[src/rtl/ictrl_ibuffer_rd_sched.sv]
// ----------------------------------------------------------------------------
// ictrl_ibuffer_rd_sched
//
// Streams a contiguous range of ibuffer lines to the NoC side. A command
// (base, len) is accepted while idle. The block then issues pipelined read
// requests into the arbiter's NoC read port and keeps at most MAX_OUTST reads
// in flight. Returned data is forwarded as a valid/ready stream with a last
// flag. A one-cycle done pulse follows the final delivered line.
//
// Ports
//   clk, rst_n          : clock, asynchronous active-low reset
//   cmd_valid/cmd_ready : command handshake (ready while idle)
//   cmd_base_addr       : first line address
//   cmd_len             : number of lines (0 completes with no reads)
//   busy                : a command is in progress
//   done                : registered one-cycle completion pulse
//   rd_cen/rd_ready     : read request handshake into the arbiter
//   rd_wen              : always 0 (read only)
//   rd_addr             : request address, wraps silently at 2^MEM_AW
//   rd_rvalid/rd_rready : read response handshake
//   rd_rdata            : read response data
//   out_valid/out_ready : output stream handshake
//   out_data, out_last  : output stream data and final-line flag
// ----------------------------------------------------------------------------
module ictrl_ibuffer_rd_sched #(
    parameter int DATA_WIDTH = 128,
    parameter int MEM_AW     = 15,
    parameter int LEN_W      = 16,
    parameter int MAX_OUTST  = 4
) (
    input  logic                  clk,
    input  logic                  rst_n,

    input  logic                  cmd_valid,
    output logic                  cmd_ready,
    input  logic [MEM_AW-1:0]     cmd_base_addr,
    input  logic [LEN_W-1:0]      cmd_len,
    output logic                  busy,
    output logic                  done,

    output logic                  rd_cen,
    output logic                  rd_wen,
    input  logic                  rd_ready,
    output logic [MEM_AW-1:0]     rd_addr,
    input  logic [DATA_WIDTH-1:0] rd_rdata,
    input  logic                  rd_rvalid,
    output logic                  rd_rready,

    output logic                  out_valid,
    output logic [DATA_WIDTH-1:0] out_data,
    output logic                  out_last,
    input  logic                  out_ready
);

    localparam int OW = $clog2(MAX_OUTST + 1);
    localparam logic [OW-1:0]    OUTST_MAX = OW'(MAX_OUTST);
    localparam logic [OW-1:0]    OUTST_ONE = OW'(1);
    localparam logic [LEN_W-1:0] LEN_ONE   = LEN_W'(1);

    typedef enum logic [1:0] {
        IDLE  = 2'd0,
        ISSUE = 2'd1,
        DRAIN = 2'd2
    } state_t;

    state_t            state_q, state_d;
    logic [MEM_AW-1:0] base_q, base_d;
    logic [LEN_W-1:0]  len_q, len_d;
    logic [LEN_W-1:0]  iss_cnt_q, iss_cnt_d;
    logic [LEN_W-1:0]  rcv_cnt_q, rcv_cnt_d;
    logic [OW-1:0]     outst_q, outst_d;
    logic              done_q, done_d;

    logic              req_hs;
    logic              rsp_hs;

    // Request side is decoded from registered state only, so rd_cen and
    // rd_addr never depend combinationally on rd_ready and the address is
    // stable until the request is taken.
    assign busy      = (state_q != IDLE);
    assign cmd_ready = (state_q == IDLE);
    assign rd_wen    = 1'b0;
    assign rd_cen    = (state_q == ISSUE) && (iss_cnt_q < len_q) && (outst_q < OUTST_MAX);
    assign rd_addr   = (state_q == ISSUE) ? (base_q + MEM_AW'(iss_cnt_q)) : '0;

    // Response path is a straight wire-through while a command is active;
    // it is closed in IDLE so stray responses never leak downstream.
    assign out_valid = busy && rd_rvalid;
    assign out_data  = rd_rdata;
    assign rd_rready = busy && out_ready;
    assign out_last  = out_valid && (rcv_cnt_q == (len_q - LEN_ONE));
    assign done      = done_q;

    assign req_hs = rd_cen && rd_ready;
    assign rsp_hs = out_valid && out_ready;

    always_comb begin
        state_d   = state_q;
        base_d    = base_q;
        len_d     = len_q;
        iss_cnt_d = req_hs ? (iss_cnt_q + LEN_ONE) : iss_cnt_q;
        rcv_cnt_d = rsp_hs ? (rcv_cnt_q + LEN_ONE) : rcv_cnt_q;
        outst_d   = outst_q;
        done_d    = 1'b0;

        // A request and a response in the same cycle cancel out.
        case ({req_hs, rsp_hs})
            2'b10:   outst_d = outst_q + OUTST_ONE;
            2'b01:   outst_d = outst_q - OUTST_ONE;
            default: outst_d = outst_q;
        endcase

        case (state_q)
            IDLE: begin
                if (cmd_valid) begin
                    base_d    = cmd_base_addr;
                    len_d     = cmd_len;
                    iss_cnt_d = '0;
                    rcv_cnt_d = '0;
                    outst_d   = '0;
                    if (cmd_len != '0) begin
                        state_d = ISSUE;
                    end else begin
                        // Empty command: complete immediately, no reads.
                        done_d = 1'b1;
                    end
                end
            end
            ISSUE: begin
                // Responses cannot finish the command here: at most len-1
                // requests were accepted before the final request handshake.
                if (req_hs && (iss_cnt_d == len_q)) begin
                    state_d = DRAIN;
                end
            end
            DRAIN: begin
                if (rsp_hs && (rcv_cnt_d == len_q)) begin
                    state_d = IDLE;
                    done_d  = 1'b1;
                end
            end
            default: state_d = IDLE;
        endcase
    end

    always_ff @(posedge clk or negedge rst_n) begin
        if (!rst_n) begin
            state_q   <= IDLE;
            base_q    <= '0;
            len_q     <= '0;
            iss_cnt_q <= '0;
            rcv_cnt_q <= '0;
            outst_q   <= '0;
            done_q    <= 1'b0;
        end else begin
            state_q   <= state_d;
            base_q    <= base_d;
            len_q     <= len_d;
            iss_cnt_q <= iss_cnt_d;
            rcv_cnt_q <= rcv_cnt_d;
            outst_q   <= outst_d;
            done_q    <= done_d;
        end
    end

endmodule

[config.mk]
export PLATFORM = sky130hd
export DESIGN_NAME = ictrl_ibuffer_rd_sched
export DESIGN_NICKNAME = d
export VERILOG_FILES = /design/src/rtl/ictrl_ibuffer_rd_sched.sv
export SDC_FILE = /design/constraint.sdc
export NUM_CORES = 1
export LEC_CHECK = 0
export BUFFER_PORTS_ARGS = -buffer_cell sky130_fd_sc_hd__buf_4
export CORE_AREA = 2 2 121 123
export CTS_BUF_LIST = sky130_fd_sc_hd__clkbuf_8
export CTS_CLUSTER_SIZE = 24
export DETAILED_ROUTE_END_ITERATION = 6
export DIE_AREA = 0 0 123 125
export GPL_TIMING_DRIVEN = 0
export PLACE_DENSITY = 0.8
export SLEW_MARGIN = 30
export SYNTH_ARGS = -nofsm -noshare
export SYNTH_HDL_FRONTEND = slang
export SYNTH_SLANG_ARGS = --single-unit
[constraint.sdc]
create_clock -name clk -period 7 [get_ports clk]
set_input_delay 0.7 -clock clk [delete_from_list [all_inputs] [get_ports clk]]
set_output_delay 0.7 -clock clk [all_outputs]
set_load 0.01 [all_outputs]
==> impl_metrics.xml, run 1 <==
<?xml version="1.0" encoding="UTF-8"?>
<metrics>
  <group name="global_routing">
    <metric name="global_route_congestion_overflow_total" unit="">0</metric>
    <metric name="grt_pass1_vias" unit="">5432</metric>
    <metric name="grt_first_pass_wirelength" unit="mm">26.8</metric>
    <metric name="grt_start_max_net_pins" unit="">70</metric>
    <metric name="track_usage" unit="%">21.8</metric>
    <metric name="antenna_found_initial" unit="">0</metric>
  </group>
  <group name="sta">
    <metric name="post-route-min-period" unit="ps">4130</metric>
    <metric name="worst_slew_margin_rel" unit="%">42.7</metric>
    <metric name="min_period_over_period" unit="%">59.0</metric>
    <metric name="maxSlewViolCount" unit="">0</metric>
    <metric name="tightest_slew" unit="ps">837</metric>
    <metric name="hold_violations" unit="">0</metric>
    <metric name="timing.setup.tns" unit="ps">0</metric>
    <metric name="achievable-frequency" unit="MHz">242</metric>
    <metric name="rsz0062_at_grt" unit="">no</metric>
    <metric name="setup_ws" unit="ps">2870</metric>
    <metric name="number_of_failing_setup_endpoints_in_the_final_timing_report" unit="">0</metric>
    <metric name="timing.clock.skew" unit="ps">7.86</metric>
  </group>
  <group name="placement">
    <metric name="post-dp-hpwl" unit="mm">13.7</metric>
    <metric name="post-place-cells" unit="">1160</metric>
    <metric name="placement.setup.worst_slack" unit="ps">3080</metric>
    <metric name="place_congestion" unit="">0.944</metric>
    <metric name="placement.io_buffers" unit="">186</metric>
  </group>
  <group name="clock_network">
    <metric name="cts_max_path_buffers" unit="">2</metric>
    <metric name="cts_setup_buffers" unit="">0</metric>
    <metric name="cts-resized-gates" unit="">0</metric>
    <metric name="htreeDepth" unit="">3</metric>
    <metric name="clkSlewWorstSetupHoldPaths" unit="ps">80</metric>
    <metric name="tritoncts.num_buffers" unit="">9</metric>
    <metric name="ctsHoldBuffers" unit="">0</metric>
    <metric name="tritoncts_num_sinks" unit="">69</metric>
    <metric name="clock-root-buffer" unit="">sky130_fd_sc_hd__clkbuf_8</metric>
    <metric name="clock_tree_from_tritoncts" unit="">done</metric>
    <metric name="clk-insertion-delay-late" unit="ps">360</metric>
  </group>
  <group name="power">
    <metric name="static-leakage-power" unit="µW">0.00415</metric>
    <metric name="p_per_area" unit="nW/µm²">253</metric>
    <metric name="ir_drop" unit="V">0.000174</metric>
  </group>
  <group name="floorplan">
    <metric name="fp.dieH" unit="µm">125</metric>
    <metric name="floorplan.die_area" unit="µm²">15400</metric>
    <metric name="core.rowCount" unit="">44</metric>
    <metric name="design.portCount" unit="">316</metric>
    <metric name="die_w" unit="µm">123</metric>
    <metric name="core-area" unit="µm²">14200</metric>
    <metric name="initial_cell_density_of_the_core" unit="%">45.2</metric>
  </group>
  <group name="synth">
    <metric name="syn_area_cell" unit="µm²">8.12</metric>
    <metric name="synth_seq_area_share" unit="%">26.9</metric>
    <metric name="synth_edf_count" unit="">0</metric>
    <metric name="mappedNetlistNets" unit="">990</metric>
    <metric name="netlist_instances" unit="">790</metric>
    <metric name="synth.cell_area" unit="µm²">6410</metric>
    <metric name="synth_cell_types" unit="">66</metric>
    <metric name="yosys_warning_count" unit="">0</metric>
    <metric name="synth.ff_latch_count" unit="">69</metric>
    <metric name="ys_async_sr_fraction" unit="%">100</metric>
    <metric name="yosys_most_used_dff" unit="">sky130_fd_sc_hd__dfrtp_1</metric>
  </group>
  <group name="critical_path">
    <metric name="start_kind" unit="">flop</metric>
    <metric name="crit_type" unit="">flop to output port</metric>
    <metric name="crit_required" unit="ps">6300</metric>
    <metric name="setup.worst_path.end_class" unit="">output port</metric>
    <metric name="critical_path_arrival" unit="ps">3430</metric>
    <metric name="critical_path_maximum_fanout" unit="">6</metric>
    <metric name="worst-r2r-setup-slack" unit="ps">3080</metric>
  </group>
  <group name="cells_and_area">
    <metric name="drive_above_1_share" unit="%">35.8</metric>
    <metric name="num-nets-final" unit="">1187</metric>
    <metric name="antennaDiodeCount" unit="">0</metric>
    <metric name="syn_to_final_growth" unit="%">29.2</metric>
    <metric name="layoutNonFillerInstCount" unit="">1176</metric>
    <metric name="most_common_cell_after_layout_fill_and_taps_aside" unit="">sky130_fd_sc_hd__buf_4</metric>
    <metric name="num-fill-cells" unit="">1326</metric>
    <metric name="final_core_util" unit="%">58.4</metric>
    <metric name="top_library_cells_by_usage_in_the_layout_fill_and_taps_aside" unit="">314 x sky130_fd_sc_hd__buf_4, 99 x sky130_fd_sc_hd__nand2_1, 74 x sky130_fd_sc_hd__nor2_1, 69 x sky130_fd_sc_hd__dfrtp_1, 45 x sky130_fd_sc_hd__xnor2_1</metric>
  </group>
  <group name="routing">
    <metric name="drtIter0Drc" unit="">378</metric>
    <metric name="wl" unit="mm">17.3</metric>
    <metric name="wire_per_inst" unit="µm">14.7</metric>
    <metric name="detail-route-antenna-nets" unit="">0</metric>
    <metric name="routed_via_density" unit="">5.14</metric>
    <metric name="drt_first_pass_iters" unit="">7</metric>
    <metric name="detailed_route_via_count" unit="">6050</metric>
    <metric name="drc_errors" unit="">0</metric>
  </group>
  <group name="worst_hold_path">
    <metric name="holdCritPathClass" unit="">primary input to asynchronous set/reset pin</metric>
  </group>
  <group name="job">
    <metric name="timing.max_cap.violations" unit="">0</metric>
  </group>
  <group name="status">
    <metric name="status" unit="">finished clean</metric>
  </group>
</metrics>
[layer usage]
metal | routed length [µm] | up-vias | GRT usage [%]
met5 | 0 | - | 0
met4 | 335 | 0 | 7.89
met3 | 1380 | 20 | 3.42
met2 | 8030 | 272 | 33.9
met1 | 7510 | 2812 | 30.6
li1 | - | 2946 | -
[registers in the layout, summed over array words and instances, names as in the netlist]
signal	flops
len_q	16
rcv_cnt_q	16
state_q	2
outst_q	3
done	1
iss_cnt_q	16
base_q	15
[cell usage after synthesis, drive strengths merged (3+ instances only)]
master,number,share of area (%)
a211oi,9,1.1
a21o,5,0.59
a21oi,22,1.8
a31oi,7,0.68
and2,7,0.68
and3,14,1.4
and4,5,0.68
buf,142,16
clkbuf,18,1.1
dfrtp,69,27
ha,33,6.4
inv,32,1.9
mux2i,5,0.78
nand2,100,6.0
nand2b,10,1.0
nand3,25,2.0
nand4,20,2.0
nor2,74,4.3
nor2b,6,0.59
nor3,8,0.80
nor4,8,1.1
o2111ai,3,0.41
o211ai,3,0.35
o21ai,34,2.7
o21bai,3,0.35
o31ai,4,0.47
or3,5,0.49
xnor2,45,6.1
xor2,36,4.9
[path summary, 6_finish.rpt]
path / from / end / cells after the start
max: iss_cnt_q[0] / rd_addr[14] / 12
min: rst_n / base_q[3] / 1
max reg2reg: len_q[9] / state_q[0] / 12
min reg2reg: base_q[11] / base_q[11] / 2
max in group asynchronous: rst_n / outst_q[1] / 1
min in group clk: base_q[11] / base_q[11] / 2
[final cells by class]
type	instances	area (µm²)	share of cell area (%)
Buffer	160	1120	13.5
Tap cell	184	230	2.78
Sequential cell	69	1730	20.8
Timing Repair Buffer	186	1400	16.9
Multi-Input combinational cell	529	3440	41.6
Clock buffer	13	179	2.16
Inverter	32	120	1.45
Clock inverter	3	65.1	0.785
[kinds of logic (layout without fill, tap and decap cells)]
| family | Yosys count | count (layout) | share of synthesized area (%) |
|---|---|---|---|
| xor gates and xnor gates | 83 | 83 | 11.8 |
| adders and majority gates | 35 | 35 | 7.06 |
| buffers and inverters | 192 | 394 | 19.4 |
| muxes | 7 | 7 | 1.13 |
| DFF | 69 | 69 | 26.9 |
| and+or+nand+nor | 288 | 288 | 21.7 |
| other | 1 | 1 | 0.0585 |
| AOI/OAI and AO/OA | 115 | 115 | 12.0 |
[power by group]
part | switching, µW | total [µW] | internal (µW)
clock | 160 | 399 | 239
combinational | 589 | 1100 | 514
sequential | 101 | 593 | 492
[worst max-delay path: stages (launching register included)]
cell	delay, ps
sky130_fd_sc_hd__dfrtp_1	450
sky130_fd_sc_hd__ha_1	240
sky130_fd_sc_hd__fa_1	400
sky130_fd_sc_hd__a21o_1	180
sky130_fd_sc_hd__a21oi_1	220
sky130_fd_sc_hd__o21bai_1	130
sky130_fd_sc_hd__a31oi_1	250
sky130_fd_sc_hd__o21ai_0	170
sky130_fd_sc_hd__o41ai_1	420
sky130_fd_sc_hd__o21ai_0	200
sky130_fd_sc_hd__xnor2_1	160
sky130_fd_sc_hd__nor2_1	110
sky130_fd_sc_hd__buf_4	130
[metrics by stage]
| step | instance area (µm²) | total power (µW) | hold slack [ps] |
|---|---|---|---|
| CTS | 8280 | 2100 | 492 |
| global placement | 8040 | 1680 | 468 |
| detailed placement | 8040 | 1700 | 474 |
| floorplan | 6410 | 1340 | 404 |
| finish | 8290 | 2100 | 324 |
| global route | 8290 | 2250 | 396 |
Power figures use the tool's default switching activity.
==> run 2, diff against run 1 <==
--- a/config.mk
+++ b/config.mk
@@ -6,11 +6,10 @@
 export NUM_CORES = 1
 export LEC_CHECK = 0
 export BUFFER_PORTS_ARGS = -buffer_cell sky130_fd_sc_hd__buf_4
-export CORE_AREA = 2 2 121 123
+export CORE_UTILIZATION = 44
 export CTS_BUF_LIST = sky130_fd_sc_hd__clkbuf_8
 export CTS_CLUSTER_SIZE = 24
 export DETAILED_ROUTE_END_ITERATION = 6
-export DIE_AREA = 0 0 123 125
 export GPL_TIMING_DRIVEN = 0
 export PLACE_DENSITY = 0.8
 export SLEW_MARGIN = 30
==> constraint.sdc (replaced) <==
create_clock -name clk -period 3.4 [get_ports clk]
set_input_delay 0.34 -clock clk [delete_from_list [all_inputs] [get_ports clk]]
set_output_delay 0.34 -clock clk [all_outputs]
set_load 0.01 [all_outputs]
==> run 2 against run 1 <==
Net effect: clock power grew 87%; core utilization grew 2.0 points; critical endpoint is now rd_addr[12]; global-route usage grew 1.5 points; total power grew 110%; wire length grew 2.6%; clock skew grew 5.4 ps; register-to-register slack lost 3000 ps; largest power group unchanged; clock-buffer cell count shrank 4; via count grew 1.8%; the flow now finishes with violations (hold timing); die area shrank 2.0%; sequential share of layout area shrank 0.31 points; cell area grew 2.2%.
==> impl_metrics.xml, run 2 (synthesis gave the netlist of run 1 again) <==
<?xml version="1.0" encoding="UTF-8"?>
<metrics>
  <group name="status">
    <metric name="status" unit="">finished with violations</metric>
    <metric name="violated_checks" unit="">hold timing</metric>
  </group>
  <group name="critical_path">
    <metric name="worst-r2r-setup-slack" unit="ps">80</metric>
    <metric name="timing.critical_path.cells" unit="">ha_2, fa_2, a21o_1, a21oi_2, o21bai_2, a31oi_2, o21ai_2, o41ai_2, buf_4, xor2_2, nor2_1, buf_4</metric>
    <metric name="worst_path_max_delay_cell" unit="">sky130_fd_sc_hd__dfrtp_2</metric>
    <metric name="crit_required" unit="ps">3060</metric>
    <metric name="regToRegEndpoint" unit="">outst_q[2]</metric>
    <metric name="reg2reg_from" unit="">len_q[12]</metric>
    <metric name="start_kind" unit="">flop</metric>
    <metric name="crit_buf_inv" unit="">2</metric>
    <metric name="cpLargestDelayFamily" unit="">compound AO/OA/AOI/OAI gates</metric>
    <metric name="critical_path.most_common_cell" unit="">sky130_fd_sc_hd__buf_4</metric>
    <metric name="critical-path-max-stage-delay" unit="ps">410</metric>
    <metric name="critical_path_arrival" unit="ps">2990</metric>
    <metric name="setup.worst_path.end_class" unit="">output port</metric>
    <metric name="reg2regPathDepth" unit="">13</metric>
    <metric name="crit_type" unit="">flop to output port</metric>
    <metric name="critical_path_maximum_fanout" unit="">2</metric>
    <metric name="worstSetupStartpoint" unit="">iss_cnt_q[0]</metric>
  </group>
  <group name="floorplan">
    <metric name="die_w" unit="µm">123</metric>
    <metric name="core.rowCount" unit="">43</metric>
    <metric name="fp.dieH" unit="µm">123</metric>
    <metric name="core-area" unit="µm²">14000</metric>
    <metric name="initial_cell_density_of_the_core" unit="%">45.7</metric>
    <metric name="floorplan.die_area" unit="µm²">15100</metric>
    <metric name="design.portCount" unit="">316</metric>
  </group>
  <group name="power">
    <metric name="switching_power" unit="µW">1850</metric>
    <metric name="comb_power_share" unit="%">54.4</metric>
    <metric name="clock_power_share" unit="%">16.9</metric>
    <metric name="seqPwrFrac" unit="%">28.7</metric>
    <metric name="static-leakage-power" unit="µW">0.00423</metric>
    <metric name="p_sw_share" unit="%">41.9</metric>
    <metric name="cell_internal_pwr" unit="µW">2560</metric>
    <metric name="p_per_area" unit="nW/µm²">521</metric>
    <metric name="ir_drop" unit="V">0.000313</metric>
  </group>
  <group name="routing">
    <metric name="routed_via_density" unit="">5.21</metric>
    <metric name="detailed_route_via_count" unit="">6157</metric>
    <metric name="drt_first_pass_iters" unit="">5</metric>
    <metric name="detail-route-antenna-nets" unit="">0</metric>
    <metric name="wl" unit="mm">17.7</metric>
    <metric name="wire_per_inst" unit="µm">15.0</metric>
    <metric name="drtIter0Drc" unit="">343</metric>
    <metric name="drc_errors" unit="">0</metric>
  </group>
  <group name="placement">
    <metric name="placement.io_buffers" unit="">186</metric>
    <metric name="place_congestion" unit="">0.922</metric>
    <metric name="post-dp-hpwl" unit="mm">13.7</metric>
  </group>
  <group name="sta">
    <metric name="worst_slew_margin_rel" unit="%">47.2</metric>
    <metric name="timing.clock.skew" unit="ps">13.2</metric>
    <metric name="min_period_over_period" unit="%">97.9</metric>
    <metric name="tightest_slew" unit="ps">772</metric>
    <metric name="timing.hold.ws" unit="ps">-23.4</metric>
    <metric name="hold_violations" unit="">19</metric>
    <metric name="number_of_failing_setup_endpoints_in_the_final_timing_report" unit="">0</metric>
    <metric name="timing.setup.tns" unit="ps">0</metric>
    <metric name="rsz0062_at_grt" unit="">yes</metric>
    <metric name="achievable-frequency" unit="MHz">300</metric>
    <metric name="post-route-min-period" unit="ps">3330</metric>
    <metric name="maxSlewViolCount" unit="">0</metric>
  </group>
  <group name="cells_and_area">
    <metric name="most_common_cell_after_layout_fill_and_taps_aside" unit="">sky130_fd_sc_hd__buf_4</metric>
    <metric name="multiInputGateArea" unit="µm²">3570</metric>
    <metric name="num-fill-cells" unit="">1315</metric>
    <metric name="top_library_cells_by_usage_in_the_layout_fill_and_taps_aside" unit="">328 x sky130_fd_sc_hd__buf_4, 99 x sky130_fd_sc_hd__nand2_1, 74 x sky130_fd_sc_hd__nor2_1, 60 x sky130_fd_sc_hd__dfrtp_1, 44 x sky130_fd_sc_hd__xnor2_1</metric>
    <metric name="drive_above_1_share" unit="%">39.7</metric>
    <metric name="largestRegisters" unit="">iss_cnt_q: 16 flops, len_q: 16 flops, rcv_cnt_q: 16 flops</metric>
    <metric name="syn_to_final_growth" unit="%">32.0</metric>
    <metric name="num-nets-final" unit="">1197</metric>
    <metric name="ff_latch_area" unit="µm²">1740</metric>
    <metric name="antennaDiodeCount" unit="">0</metric>
  </group>
  <group name="clock_network">
    <metric name="clk-insertion-delay-late" unit="ps">380</metric>
    <metric name="tritoncts.num_buffers" unit="">9</metric>
    <metric name="clock-root-buffer" unit="">sky130_fd_sc_hd__clkbuf_8</metric>
    <metric name="clock_tree_from_tritoncts" unit="">done</metric>
    <metric name="cts_max_path_buffers" unit="">2</metric>
    <metric name="htreeDepth" unit="">3</metric>
    <metric name="tritoncts_num_sinks" unit="">69</metric>
    <metric name="ctsHoldBuffers" unit="">0</metric>
    <metric name="clkSlewWorstSetupHoldPaths" unit="ps">80</metric>
  </group>
  <group name="job">
    <metric name="timing.max_cap.violations" unit="">0</metric>
  </group>
  <group name="global_routing">
    <metric name="grt_pass1_vias" unit="">5557</metric>
    <metric name="grt_start_max_net_pins" unit="">70</metric>
    <metric name="global_route_congestion_overflow_total" unit="">0</metric>
    <metric name="antenna_found_initial" unit="">0</metric>
    <metric name="grt_first_pass_wirelength" unit="mm">27.2</metric>
    <metric name="track_usage" unit="%">23.3</metric>
  </group>
  <group name="worst_hold_path">
    <metric name="holdCritPathClass" unit="">primary input to asynchronous set/reset pin</metric>
  </group>
</metrics>
## run 2: area by class of cell
cell class | count | share of cell area (%)
inverters | 32 | 1.42
clock inverters | 7 | 0.975
clock buffers | 9 | 1.46
multi-input cells | 529 | 42.1
repair buffers | 200 | 17.7
flip-flops and latches | 69 | 20.5
plain buffers | 156 | 13.1
well taps | 180 | 2.66
## run 2: power groups by stage
stage	Sequential (µW)	Combinational [µW]	Clock [µW]
floorplan	1170	1590	0
global placement	1230	2210	0
detailed placement	1230	2250	0
CTS	1240	2290	755
global route	1290	2640	791
finish	1260	2400	746
## run 2: worst max-delay path by stage
| stage | to | depth (start not counted) |
|---|---|---|
| 6_report | rd_addr[12] | 12 |
| 5_1_grt | rd_addr[12] | 12 |
| 4_1_cts | rd_addr[12] | 12 |
| 3_5_place_dp | state_q[0] | 12 |
| 3_3_place_gp | state_q[0] | 12 |
| 2_1_floorplan | state_q[0] | 12 |
## run 2: what timing repair did
item | in CTS | in global routing
pin swaps | 6 | 8
resized for setup | 11 | 29
cloned | 0 | 1
setup buffers | 4 | 9
setup endpoints to repair | 8 | 7
## run 2: per-layer routing
layer | vias to the layer above | wire length [µm] | GRT usage, %
li1 | 2973 | - | -
met1 | 2878 | 7300 | 29.8
met2 | 283 | 8520 | 39.4
met3 | 23 | 1590 | 4.88
met4 | 0 | 311 | 6.71
met5 | - | 0 | 0
## run 2: through the flow
step	std cells	cell area, µm²	setup WS (ps)	util (%)	total power, µW
floorplan	790	6410	273	-	2770
global placement	1156	8040	-504	57.2	3430
detailed placement	1156	8040	-497	57.2	3490
CTS	1174	8300	33.2	59.1	4290
global route	1182	8470	-63.8	60.3	4730
finish	1182	8470	70.8	60.3	4410
==> run 3, diff against run 2 <==
--- a/config.mk
+++ b/config.mk
@@ -12,6 +12,7 @@
 export DETAILED_ROUTE_END_ITERATION = 6
 export GPL_TIMING_DRIVEN = 0
 export PLACE_DENSITY = 0.8
+export SETUP_SLACK_MARGIN = 0.1
 export SLEW_MARGIN = 30
 export SYNTH_ARGS = -nofsm -noshare
 export SYNTH_HDL_FRONTEND = slang
==> run 3 against run 2 <==
Net effect: the flow still finishes with violations (hold timing); combinational power increased by 7%; first-iteration DRC count increased by 15%; worst setup slack improved by 41 ps; core utilization increased by 1.1 points; cell count increased by 1.0%; clock skew about the same; sequential share of layout area decreased by 0.31 points; sequential power about the same; critical path type unchanged; critical endpoint unchanged; largest power group unchanged.
==> impl_metrics.xml, run 3 (synthesis gave the netlist of run 1 again) <==
<?xml version="1.0" encoding="UTF-8"?>
<metrics>
  <group name="cells_and_area">
    <metric name="top_library_cells_by_usage_in_the_layout_fill_and_taps_aside" unit="">339 x sky130_fd_sc_hd__buf_4, 99 x sky130_fd_sc_hd__nand2_1, 74 x sky130_fd_sc_hd__nor2_1, 57 x sky130_fd_sc_hd__dfrtp_1, 44 x sky130_fd_sc_hd__xnor2_1</metric>
    <metric name="num-fill-cells" unit="">1300</metric>
    <metric name="layoutNonFillerInstCount" unit="">1194</metric>
    <metric name="antennaDiodeCount" unit="">0</metric>
    <metric name="stdcell_area" unit="µm²">8620</metric>
    <metric name="most_common_cell_after_layout_fill_and_taps_aside" unit="">sky130_fd_sc_hd__buf_4</metric>
    <metric name="drive_above_1_share" unit="%">41.7</metric>
    <metric name="syn_to_final_growth" unit="%">34.3</metric>
    <metric name="largestRegisters" unit="">iss_cnt_q: 16 flops, len_q: 16 flops, rcv_cnt_q: 16 flops</metric>
    <metric name="num-nets-final" unit="">1209</metric>
  </group>
  <group name="sta">
    <metric name="timing.setup.tns" unit="ps">0</metric>
    <metric name="rsz0062_at_grt" unit="">yes</metric>
    <metric name="tightest_slew" unit="ps">692</metric>
    <metric name="number_of_failing_setup_endpoints_in_the_final_timing_report" unit="">0</metric>
    <metric name="worst_slew_margin_rel" unit="%">53.9</metric>
    <metric name="min_period_over_period" unit="%">96.7</metric>
    <metric name="hold_violations" unit="">38</metric>
    <metric name="maxSlewViolCount" unit="">0</metric>
    <metric name="timing.clock.skew" unit="ps">12.8</metric>
    <metric name="timing.hold.ws" unit="ps">-29.9</metric>
    <metric name="achievable-frequency" unit="MHz">304</metric>
    <metric name="post-route-min-period" unit="ps">3290</metric>
  </group>
  <group name="global_routing">
    <metric name="grt_start_max_net_pins" unit="">70</metric>
    <metric name="antenna_found_initial" unit="">0</metric>
    <metric name="grt_pass1_vias" unit="">5581</metric>
    <metric name="global_route.usage.met3" unit="%">4.88</metric>
    <metric name="gr-max-usage-layer" unit="">met2</metric>
    <metric name="met1_usage" unit="%">29.9</metric>
    <metric name="met2_usage" unit="%">40.0</metric>
    <metric name="track_usage" unit="%">23.5</metric>
    <metric name="global_route_congestion_overflow_total" unit="">0</metric>
    <metric name="grt_first_pass_wirelength" unit="mm">27.4</metric>
  </group>
  <group name="clock_network">
    <metric name="cts_max_path_buffers" unit="">2</metric>
    <metric name="clkSlewWorstSetupHoldPaths" unit="ps">80</metric>
    <metric name="tritoncts.num_buffers" unit="">9</metric>
    <metric name="clk-insertion-delay-late" unit="ps">380</metric>
    <metric name="clock-root-buffer" unit="">sky130_fd_sc_hd__clkbuf_8</metric>
    <metric name="htreeDepth" unit="">3</metric>
    <metric name="clock_tree_from_tritoncts" unit="">done</metric>
    <metric name="tritoncts_num_sinks" unit="">69</metric>
  </group>
  <group name="floorplan">
    <metric name="fp.dieH" unit="µm">123</metric>
    <metric name="initial_cell_density_of_the_core" unit="%">45.7</metric>
    <metric name="core.rowCount" unit="">43</metric>
    <metric name="design.portCount" unit="">316</metric>
    <metric name="die_w" unit="µm">123</metric>
    <metric name="core-area" unit="µm²">14000</metric>
    <metric name="floorplan.die_area" unit="µm²">15100</metric>
  </group>
  <group name="status">
    <metric name="violated_checks" unit="">hold timing</metric>
    <metric name="status" unit="">finished with violations</metric>
  </group>
  <group name="power">
    <metric name="static-leakage-power" unit="µW">0.00429</metric>
    <metric name="switching_power" unit="µW">1900</metric>
    <metric name="cell_internal_pwr" unit="µW">2630</metric>
    <metric name="p_per_area" unit="nW/µm²">526</metric>
    <metric name="p_sw_share" unit="%">41.9</metric>
    <metric name="clock_power_share" unit="%">16.4</metric>
    <metric name="ir_drop" unit="V">0.000318</metric>
    <metric name="seqPwrFrac" unit="%">27.1</metric>
    <metric name="comb_power_share" unit="%">56.4</metric>
  </group>
  <group name="routing">
    <metric name="drtIter0Drc" unit="">395</metric>
    <metric name="drc_errors" unit="">0</metric>
    <metric name="detailed_route_via_count" unit="">6219</metric>
    <metric name="wl" unit="mm">18.0</metric>
    <metric name="detail-route-antenna-nets" unit="">0</metric>
    <metric name="drt_first_pass_iters" unit="">5</metric>
    <metric name="wire_per_inst" unit="µm">15.1</metric>
    <metric name="routed_via_density" unit="">5.21</metric>
  </group>
  <group name="critical_path">
    <metric name="critical_path_maximum_fanout" unit="">2</metric>
    <metric name="start_kind" unit="">flop</metric>
    <metric name="critical_path_arrival" unit="ps">2950</metric>
    <metric name="reg2reg_from" unit="">len_q[8]</metric>
    <metric name="crit_required" unit="ps">3060</metric>
    <metric name="setup.worst_path.end_class" unit="">output port</metric>
    <metric name="worstSetupStartpoint" unit="">iss_cnt_q[0]</metric>
    <metric name="crit_type" unit="">flop to output port</metric>
  </group>
  <group name="job">
    <metric name="timing.max_cap.violations" unit="">0</metric>
  </group>
  <group name="placement">
    <metric name="post-place-cells" unit="">1156</metric>
    <metric name="place_congestion" unit="">0.922</metric>
    <metric name="post-dp-hpwl" unit="mm">13.7</metric>
    <metric name="post_place_cell_area" unit="µm²">8040</metric>
    <metric name="placement.io_buffers" unit="">186</metric>
  </group>
  <group name="worst_hold_path">
    <metric name="holdCritPathClass" unit="">primary input to asynchronous set/reset pin</metric>
  </group>
</metrics>
==> run 3: cell count changes in the layout (fill, tap and decap cells not counted), sizes merged <==
| cell | previous run | this run |
|---|---|---|
| buf | 342 | 353 |
| clkbuf | 23 | 24 |
==> run 3: timing repair <==
action / in CTS / in global routing
endpoints found under the setup margin: 8 / 9
resized for setup: 16 / 43
cloned: 0 / 1
setup buffers: 7 / 17
pin swaps: 9 / 17
hold buffers: 0 / 0
==> run 3: final timing paths <==
path                            endpoint  depth (start not counted)  slack (ps)
max                          rd_addr[12]                         12         110
min                            base_q[3]                          1         -30
max reg2reg                   state_q[0]                         13         190
min reg2reg                    base_q[2]                          2         490
max in group asynchronous  iss_cnt_q[14]                          1        2930
min in group clk               base_q[1]                          3         140
==> run 3: cell type report <==
class	count	area (µm²)	area share, %
multi-input combinational	529	3620	42.0
sequential	69	1740	20.2
timing repair buffer	211	1590	18.4
buffer	157	1110	12.9
tap	180	225	2.61
clock buffer	9	124	1.44
inverter	32	120	1.39
clock inverter	7	82.6	0.958
==> run 3: power by group through the flow <==
stage	combinational (µW)	clock, µW	sequential, µW
after floorplan	1590	0	1170
after global placement	2210	0	1230
after detailed placement	2250	0	1230
after CTS	2320	755	1240
after global routing	2800	791	1260
final	2560	746	1230
==> run 3: worst max-delay path, cell delays in order, from the launching register on <==
cell,delay [ps]
sky130_fd_sc_hd__dfrtp_2,410
sky130_fd_sc_hd__ha_2,180
sky130_fd_sc_hd__fa_2,340
sky130_fd_sc_hd__a21o_1,180
sky130_fd_sc_hd__a21oi_2,180
sky130_fd_sc_hd__o21bai_2,110
sky130_fd_sc_hd__a31oi_2,240
sky130_fd_sc_hd__o21ai_2,100
sky130_fd_sc_hd__o41ai_2,280
sky130_fd_sc_hd__buf_4,180
sky130_fd_sc_hd__xor2_1,150
sky130_fd_sc_hd__nor2_1,60
sky130_fd_sc_hd__buf_4,160
==> run 3: through the flow <==
stage	hold WS, ps	util [%]	total power (µW)	setup slack, ps
after CTS	131	59.4	4310	46.2
final	-29.9	61.4	4530	112
after floorplan	44.4	-	2770	273
after global routing	24.7	61.4	4850	-34.2
after detailed placement	473	57.2	3490	-497
after global placement	473	57.2	3430	-504
==> run 3: layer usage <==
metal / vias up / part of all wire (%) / wire length, µm
li1: 2990 / - / -
met1: 2913 / 41 / 7320
met2: 290 / 49 / 8870
met3: 26 / 8.5 / 1530
met4: 0 / 1.7 / 302
met5: - / 0 / 0
